**src/rtl/common_pkg.sv**
```systemverilog
// Shared types and constants for the systolic array datapath and its result drain.
package common_pkg;

   localparam int SYS_ARRAY_SIZE = 4;

   typedef logic [15:0] data_t;

   typedef enum logic [1:0] {
      IDLE,
      WAIT,
      CAPTURE,
      DRAIN
   } drain_state_e;

   localparam int DRAIN_LAT_DEFAULT = 2 * SYS_ARRAY_SIZE;

   // Counter width that stays at least one bit wide for degenerate ranges.
   function automatic int idx_width(int n);
      return (n > 1) ? $clog2(n) : 1;
   endfunction

endpackage

```
**src/rtl/systolic_result_drain_if.sv**
```systemverilog
// Array-side and host-side signals of the result drain.
// The master modport is the drain itself; the slave modport is its environment.
interface systolic_result_drain_if
   import common_pkg::*;
   #(parameter int N = SYS_ARRAY_SIZE) ();

   localparam int IW = idx_width(N);

   logic              last_i;
   data_t [N-1:0]     c_i;
   data_t [N-1:0]     row_o;
   logic  [IW-1:0]    row_idx_o;
   logic              row_last_o;
   logic              row_valid_o;
   logic              row_ready_i;
   logic              busy_o;
   logic              overflow_o;

   modport master (
      input  last_i, c_i, row_ready_i,
      output row_o, row_idx_o, row_last_o, row_valid_o, busy_o, overflow_o
   );

   modport slave (
      output last_i, c_i, row_ready_i,
      input  row_o, row_idx_o, row_last_o, row_valid_o, busy_o, overflow_o
   );

endinterface

```
**src/rtl/systolic_result_drain_buf.sv**
```systemverilog
// N x N result buffer: deskews the array wavefront while capturing and
// exposes one row at a time through an index-selected read port.
module result_deskew_buf
   import common_pkg::*;
#(
   parameter int N  = SYS_ARRAY_SIZE,
   parameter int KW = idx_width(2 * SYS_ARRAY_SIZE - 1),
   parameter int IW = idx_width(SYS_ARRAY_SIZE)
) (
   input  logic                 clk_i,
   input  logic                 rst_i,
   input  logic                 cap_en,
   input  logic [KW-1:0]        k,
   input  data_t [N-1:0]        c_i,
   input  logic [IW-1:0]        rd_idx,
   output data_t [N-1:0]        rd_row
);

   data_t [N-1:0][N-1:0] mem_q;

   // Column j lags by j cycles, so at capture step k it carries row k-j.
   always_ff @(posedge clk_i or negedge rst_i) begin
      if (!rst_i) begin
         mem_q <= '0;
      end else if (cap_en) begin
         for (int r = 0; r < N; r++) begin
            for (int j = 0; j < N; j++) begin
               if (int'(k) == r + j) begin
                  mem_q[r][j] <= c_i[j];
               end
            end
         end
      end
   end

   assign rd_row = mem_q[rd_idx];

endmodule

```
**src/rtl/systolic_result_drain.sv**
```systemverilog
// Waits out the array pipeline after a product's last beat, captures the
// skewed result wavefront and streams it to the host one row per handshake.
module systolic_result_drain
   import common_pkg::*;
#(
   parameter int N   = SYS_ARRAY_SIZE,
   parameter int LAT = DRAIN_LAT_DEFAULT
) (
   input  logic                      clk_i,
   input  logic                      rst_i,
   systolic_result_drain_if.master   bus
);

   localparam int IW = idx_width(N);
   localparam int KW = idx_width(2 * N - 1);
   localparam int WW = idx_width(LAT);

   localparam logic [KW-1:0] K_LAST   = KW'(2 * N - 2);
   localparam logic [IW-1:0] IDX_LAST = IW'(N - 1);
   localparam logic [WW-1:0] W_LOAD   = WW'((LAT > 0) ? LAT - 1 : 0);

   drain_state_e    state_q;
   logic [WW-1:0]   wcnt_q;
   logic [KW-1:0]   k_q;
   logic [IW-1:0]   idx_q;
   logic            valid_q;
   logic            last_q;
   logic            busy_q;
   logic            ovf_q;
   data_t [N-1:0]   rd_row;

   result_deskew_buf #(
      .N  (N),
      .KW (KW),
      .IW (IW)
   ) u_buf (
      .clk_i  (clk_i),
      .rst_i  (rst_i),
      .cap_en (state_q == CAPTURE),
      .k      (k_q),
      .c_i    (bus.c_i),
      .rd_idx (idx_q),
      .rd_row (rd_row)
   );

   // Sequencer; a last strobe seen outside IDLE only raises the sticky
   // overflow flag and never restarts the sequence.
   always_ff @(posedge clk_i or negedge rst_i) begin
      if (!rst_i) begin
         state_q <= IDLE;
         wcnt_q  <= '0;
         k_q     <= '0;
         idx_q   <= '0;
         valid_q <= 1'b0;
         last_q  <= 1'b0;
         busy_q  <= 1'b0;
         ovf_q   <= 1'b0;
      end else begin
         if (bus.last_i && state_q != IDLE) begin
            ovf_q <= 1'b1;
         end
         unique case (state_q)
            IDLE: begin
               if (bus.last_i) begin
                  busy_q <= 1'b1;
                  k_q    <= '0;
                  if (LAT == 0) begin
                     state_q <= CAPTURE;
                  end else begin
                     state_q <= WAIT;
                     wcnt_q  <= W_LOAD;
                  end
               end
            end
            WAIT: begin
               if (wcnt_q == '0) begin
                  state_q <= CAPTURE;
               end else begin
                  wcnt_q <= wcnt_q - 1'b1;
               end
            end
            CAPTURE: begin
               if (k_q == K_LAST) begin
                  state_q <= DRAIN;
                  idx_q   <= '0;
                  valid_q <= 1'b1;
                  last_q  <= (N == 1);
               end else begin
                  k_q <= k_q + 1'b1;
               end
            end
            DRAIN: begin
               if (bus.row_ready_i) begin
                  if (idx_q == IDX_LAST) begin
                     state_q <= IDLE;
                     idx_q   <= '0;
                     valid_q <= 1'b0;
                     last_q  <= 1'b0;
                     busy_q  <= 1'b0;
                  end else begin
                     idx_q  <= idx_q + 1'b1;
                     last_q <= (idx_q + 1'b1 == IDX_LAST);
                  end
               end
            end
            default: state_q <= IDLE;
         endcase
      end
   end

   assign bus.row_o       = valid_q ? rd_row : '0;
   assign bus.row_idx_o   = idx_q;
   assign bus.row_last_o  = last_q;
   assign bus.row_valid_o = valid_q;
   assign bus.busy_o      = busy_q;
   assign bus.overflow_o  = ovf_q;

endmodule

```
**src/flat_wrapper.sv**
```systemverilog
// flat-port wrapper written by rule: the top's interface ports become plain ports
module systolic_result_drain_flat import common_pkg::*;
#(
   parameter int N   = SYS_ARRAY_SIZE,
   parameter int LAT = DRAIN_LAT_DEFAULT
)
  (clk_i, rst_i, bus_last_i, bus_c_i, bus_row_ready_i, bus_row_o, bus_row_idx_o, bus_row_last_o, bus_row_valid_o, bus_busy_o, bus_overflow_o);
  systolic_result_drain_if #(.N(N)) bus_i ();
  input  logic clk_i;
  input  logic rst_i;
  input wire logic [$bits(bus_i.last_i)-1:0] bus_last_i;
  input wire logic [$bits(bus_i.c_i)-1:0] bus_c_i;
  input wire logic [$bits(bus_i.row_ready_i)-1:0] bus_row_ready_i;
  output wire logic [$bits(bus_i.row_o)-1:0] bus_row_o;
  output wire logic [$bits(bus_i.row_idx_o)-1:0] bus_row_idx_o;
  output wire logic [$bits(bus_i.row_last_o)-1:0] bus_row_last_o;
  output wire logic [$bits(bus_i.row_valid_o)-1:0] bus_row_valid_o;
  output wire logic [$bits(bus_i.busy_o)-1:0] bus_busy_o;
  output wire logic [$bits(bus_i.overflow_o)-1:0] bus_overflow_o;
  assign bus_i.last_i = bus_last_i;
  assign bus_i.c_i = bus_c_i;
  assign bus_i.row_ready_i = bus_row_ready_i;
  assign bus_row_o = bus_i.row_o;
  assign bus_row_idx_o = bus_i.row_idx_o;
  assign bus_row_last_o = bus_i.row_last_o;
  assign bus_row_valid_o = bus_i.row_valid_o;
  assign bus_busy_o = bus_i.busy_o;
  assign bus_overflow_o = bus_i.overflow_o;
  systolic_result_drain #(.N(N), .LAT(LAT)) u_core (.clk_i(clk_i), .rst_i(rst_i), .bus(bus_i));
endmodule
```
**config.mk**
```make
export PLATFORM = sky130hd
export DESIGN_NAME = systolic_result_drain_flat
export DESIGN_NICKNAME = d
export VERILOG_FILES = /design/src/rtl/common_pkg.sv /design/src/rtl/systolic_result_drain_if.sv /design/src/rtl/systolic_result_drain_buf.sv /design/src/rtl/systolic_result_drain.sv /design/src/flat_wrapper.sv
export SDC_FILE = /design/constraint.sdc
export NUM_CORES = 1
export LEC_CHECK = 0
export ABC_AREA = 1
export CORE_ASPECT_RATIO = 0.9
export CORE_MARGIN = 5
export CORE_UTILIZATION = 35
export DETAILED_ROUTE_END_ITERATION = 12
export DONT_BUFFER_PORTS = 1
export PLACE_DENSITY = 0.58
export SYNTH_ARGS = -nofsm -noshare
export SYNTH_HDL_FRONTEND = slang
export SYNTH_HIERARCHICAL = 1
export SYNTH_SLANG_ARGS = --single-unit
```
**constraint.sdc**
```tcl
create_clock -name clk_i -period 2.2 [get_ports clk_i]
set_input_delay 0.55 -clock clk_i [delete_from_list [all_inputs] [get_ports clk_i]]
set_output_delay 0.55 -clock clk_i [all_outputs]
set_load 0.05 [all_outputs]
```
Word level (Yosys, flattened, before mapping)
Cells that the tools add are included.
W data, S select, Z words.

word-level totals
  flip-flop bits (word level) = 270
  latch bits = 0
  RAM bits = 0
  memory bits (read-only) = 0
  input bits = 68
  logic and storage cells = 98
  memories kept = 0

cells by class
  $add $sub $neg = 3
  multiply operators = 0
  div/mod/pow operators = 0
  $lt $le $gt $ge = 1
  equality and inequality tests = 19
  shift operators = 0
  mux-type cells = 29
  bitwise logic cells = 0
  reduce and logical (&&, ||, !) cells = 22

operator list
  operator               number
  $bmux W64 S2           1
  $mux W64               2
  $mux W2                8
  $eq A3 B3 Y1 const B   5
  $reduce_and A2 Y1      7
  $mux W3                4
  $pmux W3 S2            2
  $reduce_bool A2 Y1     5
  $reduce_and A3 Y1      3
  $eq A2 B2 Y1 const B   4
  $ne A2 B2 Y1 const B   4
  $pmux W2 S4            1
  $reduce_and A4 Y1      2
  $mux W1                7
  $eq A3 B2 Y1 const B   2
  $logic_not A3 Y1       2
  $ne A2 B1 Y1 const B   3
  $pmux W1 S2            3
  $reduce_and A5 Y1      1
  $pmux W2 S2            1
  $add A3 B1 Y3 const B  1
  $lt A2 B3 Y1 const B   1
  $sub A3 B1 Y3 const B  1
  $add A2 B1 Y2 const B  1
  other kinds (3)        3

Longest topological paths before layout
  depth in word-level cells = 5
  depth in mapped cells = 9

Hierarchy
The synthesis kept the hierarchy.

modules (own cells, without submodules)
  module                 times used  cells an instance  area an instance (µm²)  sequential area each (µm²)
  result_deskew_buf      1           1795               12756.0                 6406.1
  systolic_result_drain  1           244                1395.1                  350.3

Worst setup path after synthesis
OpenSTA, ideal clock, no wires.

  path kind = register to output
  from = register u_core.idx_q[0], in the netlist u_core/bus.row_idx_o[0]
  to = output port bus_row_o[43]
  data arrival time = 1.876 ns
  required time = 1.650 ns
  path slack = -0.226 ns
  cell stages (with the launch flop) = 8
  path buffers = 2
  cell sequence = dfrtp_1 buf_2 clkbuf_1 or2_2 nand3_1 nand2_1 nand2_1 inv_1

RTL lines
  item                    RTL line                      text
  from (decl)             systolic_result_drain.sv:25   logic [IW-1:0] idx_q;
  from (signal assigned)  systolic_result_drain.sv:101  idx_q <= idx_q + 1'b1;
  to (decl)               flat_wrapper.sv:14            output wire logic [$bits(bus_i.row_o)-1:0] bus_row_o;

==> flow_metrics.py <==
metrics = {
    "clock_tree": {
        "clkTransAtPathRegs_ns": 0.06,
        "clk_latency_ns": 0.52,
        "clock_path_buffers": 3,
        "root_buffer": "clkbuf_16",
        "cts_num_sinks": 270,
        "tritoncts": "built",
        "cts_made_buffers": 34,
        "cts_htree_levels": 2,
    },
    "logic_synthesis": {
        "yosysWarnings": 6,
        "synth_area_per_cell_um2": 6.94,
        "ys_ff_latch": 270,
        "synthDistinctLibCells": 21,
        "postSynthNetCount": 2118,
        "syn-cell-area_mm2": 0.0142,
        "synthesis.instances": 2039,
        "synth_seq_area_share_pct": 47.7,
    },
    "setup_path": {
        "path_class": "reg -> out",
        "cp_top_family": "buffers and inverters",
        "r2r-end": "u_core/u_buf/mem_q[102]",
        "crit_path_frequent_cell": "buf_12",
        "worstPathCellList": "buf_12 -> buf_12 -> or2_2 -> nand3_2 -> nand2_1 -> nand2_2 -> clkinvlp_4",
        "arrival_ns": 2.14,
        "reg2reg_depth": 8,
        "r2r_slack_ns": 0.27,
        "worstSetupStartpointType": "flop",
        "cp_num_cells": 7,
        "crit_path_start": "u_core/bus.row_idx_o[0]",
        "worstPathMaxFanout": 13,
        "cpPeakStageDelay_ns": 0.50,
        "setup.worst_path.end_class": "output pin",
        "cp-endpoint": "bus_row_o[30]",
        "required_ns": 1.65,
        "r2r_start": "u_core/state_q[0]",
        "worst-path-buf-inv": 3,
        "slowest_stage": "dfrtp_4",
    },
    "detailed_routing": {
        "drt_iter0_drc": 1108,
        "route.vias.total": 12587,
        "ant_nets": 0,
        "wl_per_cell_um": 17.3,
        "wl_um": 44900,
        "drc": 0,
        "avgViaCountPerCell": 4.86,
        "firstDrtPassIters": 5,
    },
    "pwr": {
        "leakage_nw": 9.37,
        "ir_worst_vdd_mv": 1.17,
        "powerDensity_mw_per_mm2": 1700,
        "design_power_total_w": 0.0296,
    },
    "sta": {
        "tns_ns": -27.30,
        "hold_ws_ns": -0.268,
        "setup_viol": 64,
        "fin_worst_skew_ns": 0.0140,
        "fin_crit_sh_pct": 122,
        "fin_ws_ns": -0.486,
        "rsz0062_at_grt": "true",
        "max_freq_mhz": 372,
        "hold_viol_final": 270,
        "finalCriticalPeriod_ns": 2.69,
        "slew_headroom_pct": 66.5,
        "worst_pin_slew_ns": 0.503,
        "slew_violations": 0,
    },
    "placed_design": {
        "port_buffers": 0,
        "dp_hpwl_um": 25300,
        "place_area_mm2": 0.0153,
        "gp_congestion": 0.783,
        "place_ws_ns": 0.0295,
        "numPlacedInstances": 2516,
    },
    "run_status": {
        "status": "finished, violations left",
        "violations": "negative hold slack, negative setup slack",
    },
    "job": {
        "maxCapViolCount": 0,
    },
    "floorplanning": {
        "die_h_um": 201,
        "die_w_um": 222,
        "core_mm2": 0.0397,
        "start_util_pct": 35.6,
        "num_io_pins": 138,
        "rows": 69,
        "die_area_mm2": 0.0446,
    },
    "global_route": {
        "grt_usage_pct": 19.6,
        "grt_pass1_wl_um": 71100,
        "grt_max_degree": 271,
        "antenna_found_initial": 0,
        "grt_pass1_vias": 12293,
        "grt_remaining_overflow": 0,
    },
    "cells_and_area": {
        "drive_gt1_share_pct": 20.9,
        "fin_nets": 2115,
        "final_area_mm2": 0.0174,
        "multi_input_area_mm2": 0.00646,
        "fillers": 4015,
        "antenna_cells": 0,
        "seq_area_mm2": 0.00677,
        "layout_common_cells": "nand2_1, dfrtp_1, nand3_1",
        "final_cells": 2592,
        "mostFrequentLayoutCell": "nand2_1",
        "area_growth_pct": 22.8,
    },
    "worst_hold_path": {
        "holdCritPathClass": "in -> async",
    },
}
-- logic make-up after synthesis --
family | Yosys count | synth area share (%)
compound gates | 12 | 0.477
fa+ha+maj | 11 | 0.973
buf+inv | 395 | 10.9
flops | 270 | 47.7
simple gates | 1351 | 39.9
-- synth_stat cells (all sizes together) --
master / number / area, µm²
inv: 284 / 1070
or2: 65 / 407
nor2: 12 / 70.1
clkbuf: 53 / 199
buf: 58 / 282
nand3: 281 / 1410
ha: 11 / 138
nand2: 992 / 3750
nand4: 1 / 6.26
o21ai: 7 / 35.0
a21oi: 2 / 10.0
o21bai: 3 / 22.5
dfrtp: 270 / 6760
-- metal layers --
layer | share of wire (%) | up-vias | routed length, µm | GRT usage (%)
met5 | 0 | - | 0 | 0
met4 | 1.5 | 0 | 658 | 3.96
met3 | 6.5 | 52 | 2910 | 3.74
met2 | 45 | 370 | 20300 | 31.0
met1 | 47 | 6080 | 21100 | 28.3
li1 | - | 6085 | - | -
-- sequential cells by signal (all words and copies together) (netlist names) --
name	count
u_core/bus.busy_o	1
u_core/bus.overflow_o	1
u_core/bus.row_idx_o	2
u_core/bus.row_last_o	1
u_core/bus.row_valid_o	1
u_core/k_q	3
u_core/state_q	2
u_core/u_buf/mem_q	256
u_core/wcnt_q	3
-- worst reg2reg max path, delay by kind of cell (launching register included) --
kind	cells	cell delay, ns
buffers and inverters	3	0.50
adder cells (fa/ha/maj)	1	0.38
AND/OR/NAND/NOR	4	0.51
flip-flops	1	0.42
-- where the power goes --
part	switching [W]	internal [W]
combinational	0.0105	0.00508
clock	0.00224	0.00346
sequential	0.00126	0.00706
-- timing repair --
item	4_1_cts	5_1_grt
endpoints found under the setup margin	65	64
endpoints found under the hold margin	270	270
buffers inserted	6	1
pin swaps	15	11
resized for setup	141	68
cloned	5	4
-- per-stage QoR --
stage	hold WS (ns)	utilization (%)
global route	-0.283	43.7
detailed placement	0.273	38.4
CTS	-0.286	42.9
finish	-0.268	43.7
global placement	0.269	38.4
floorplan	0.254	-
-- layout make-up --
cell class	instances	area share (%)
sequential	270	39.0
timing repair buffer	72	5.95
clock inverter	5	0.166
clock buffer	55	6.41
tap	532	3.83
inverter	284	7.52
multi-input combinational	1374	37.2
-- worst min-delay path by stage --
stage           from                       to  cells past startpoint
3_3_place_gp   rst_i   u_core/u_buf/mem_q[45]                      0
3_5_place_dp   rst_i   u_core/u_buf/mem_q[45]                      0
5_1_grt        rst_i  u_core/u_buf/mem_q[107]                      0
2_1_floorplan  rst_i        u_core/bus.busy_o                      0
4_1_cts        rst_i  u_core/u_buf/mem_q[121]                      0
6_report       rst_i  u_core/u_buf/mem_q[170]                      0
Note: power is estimated with default switching activity, not from simulation.
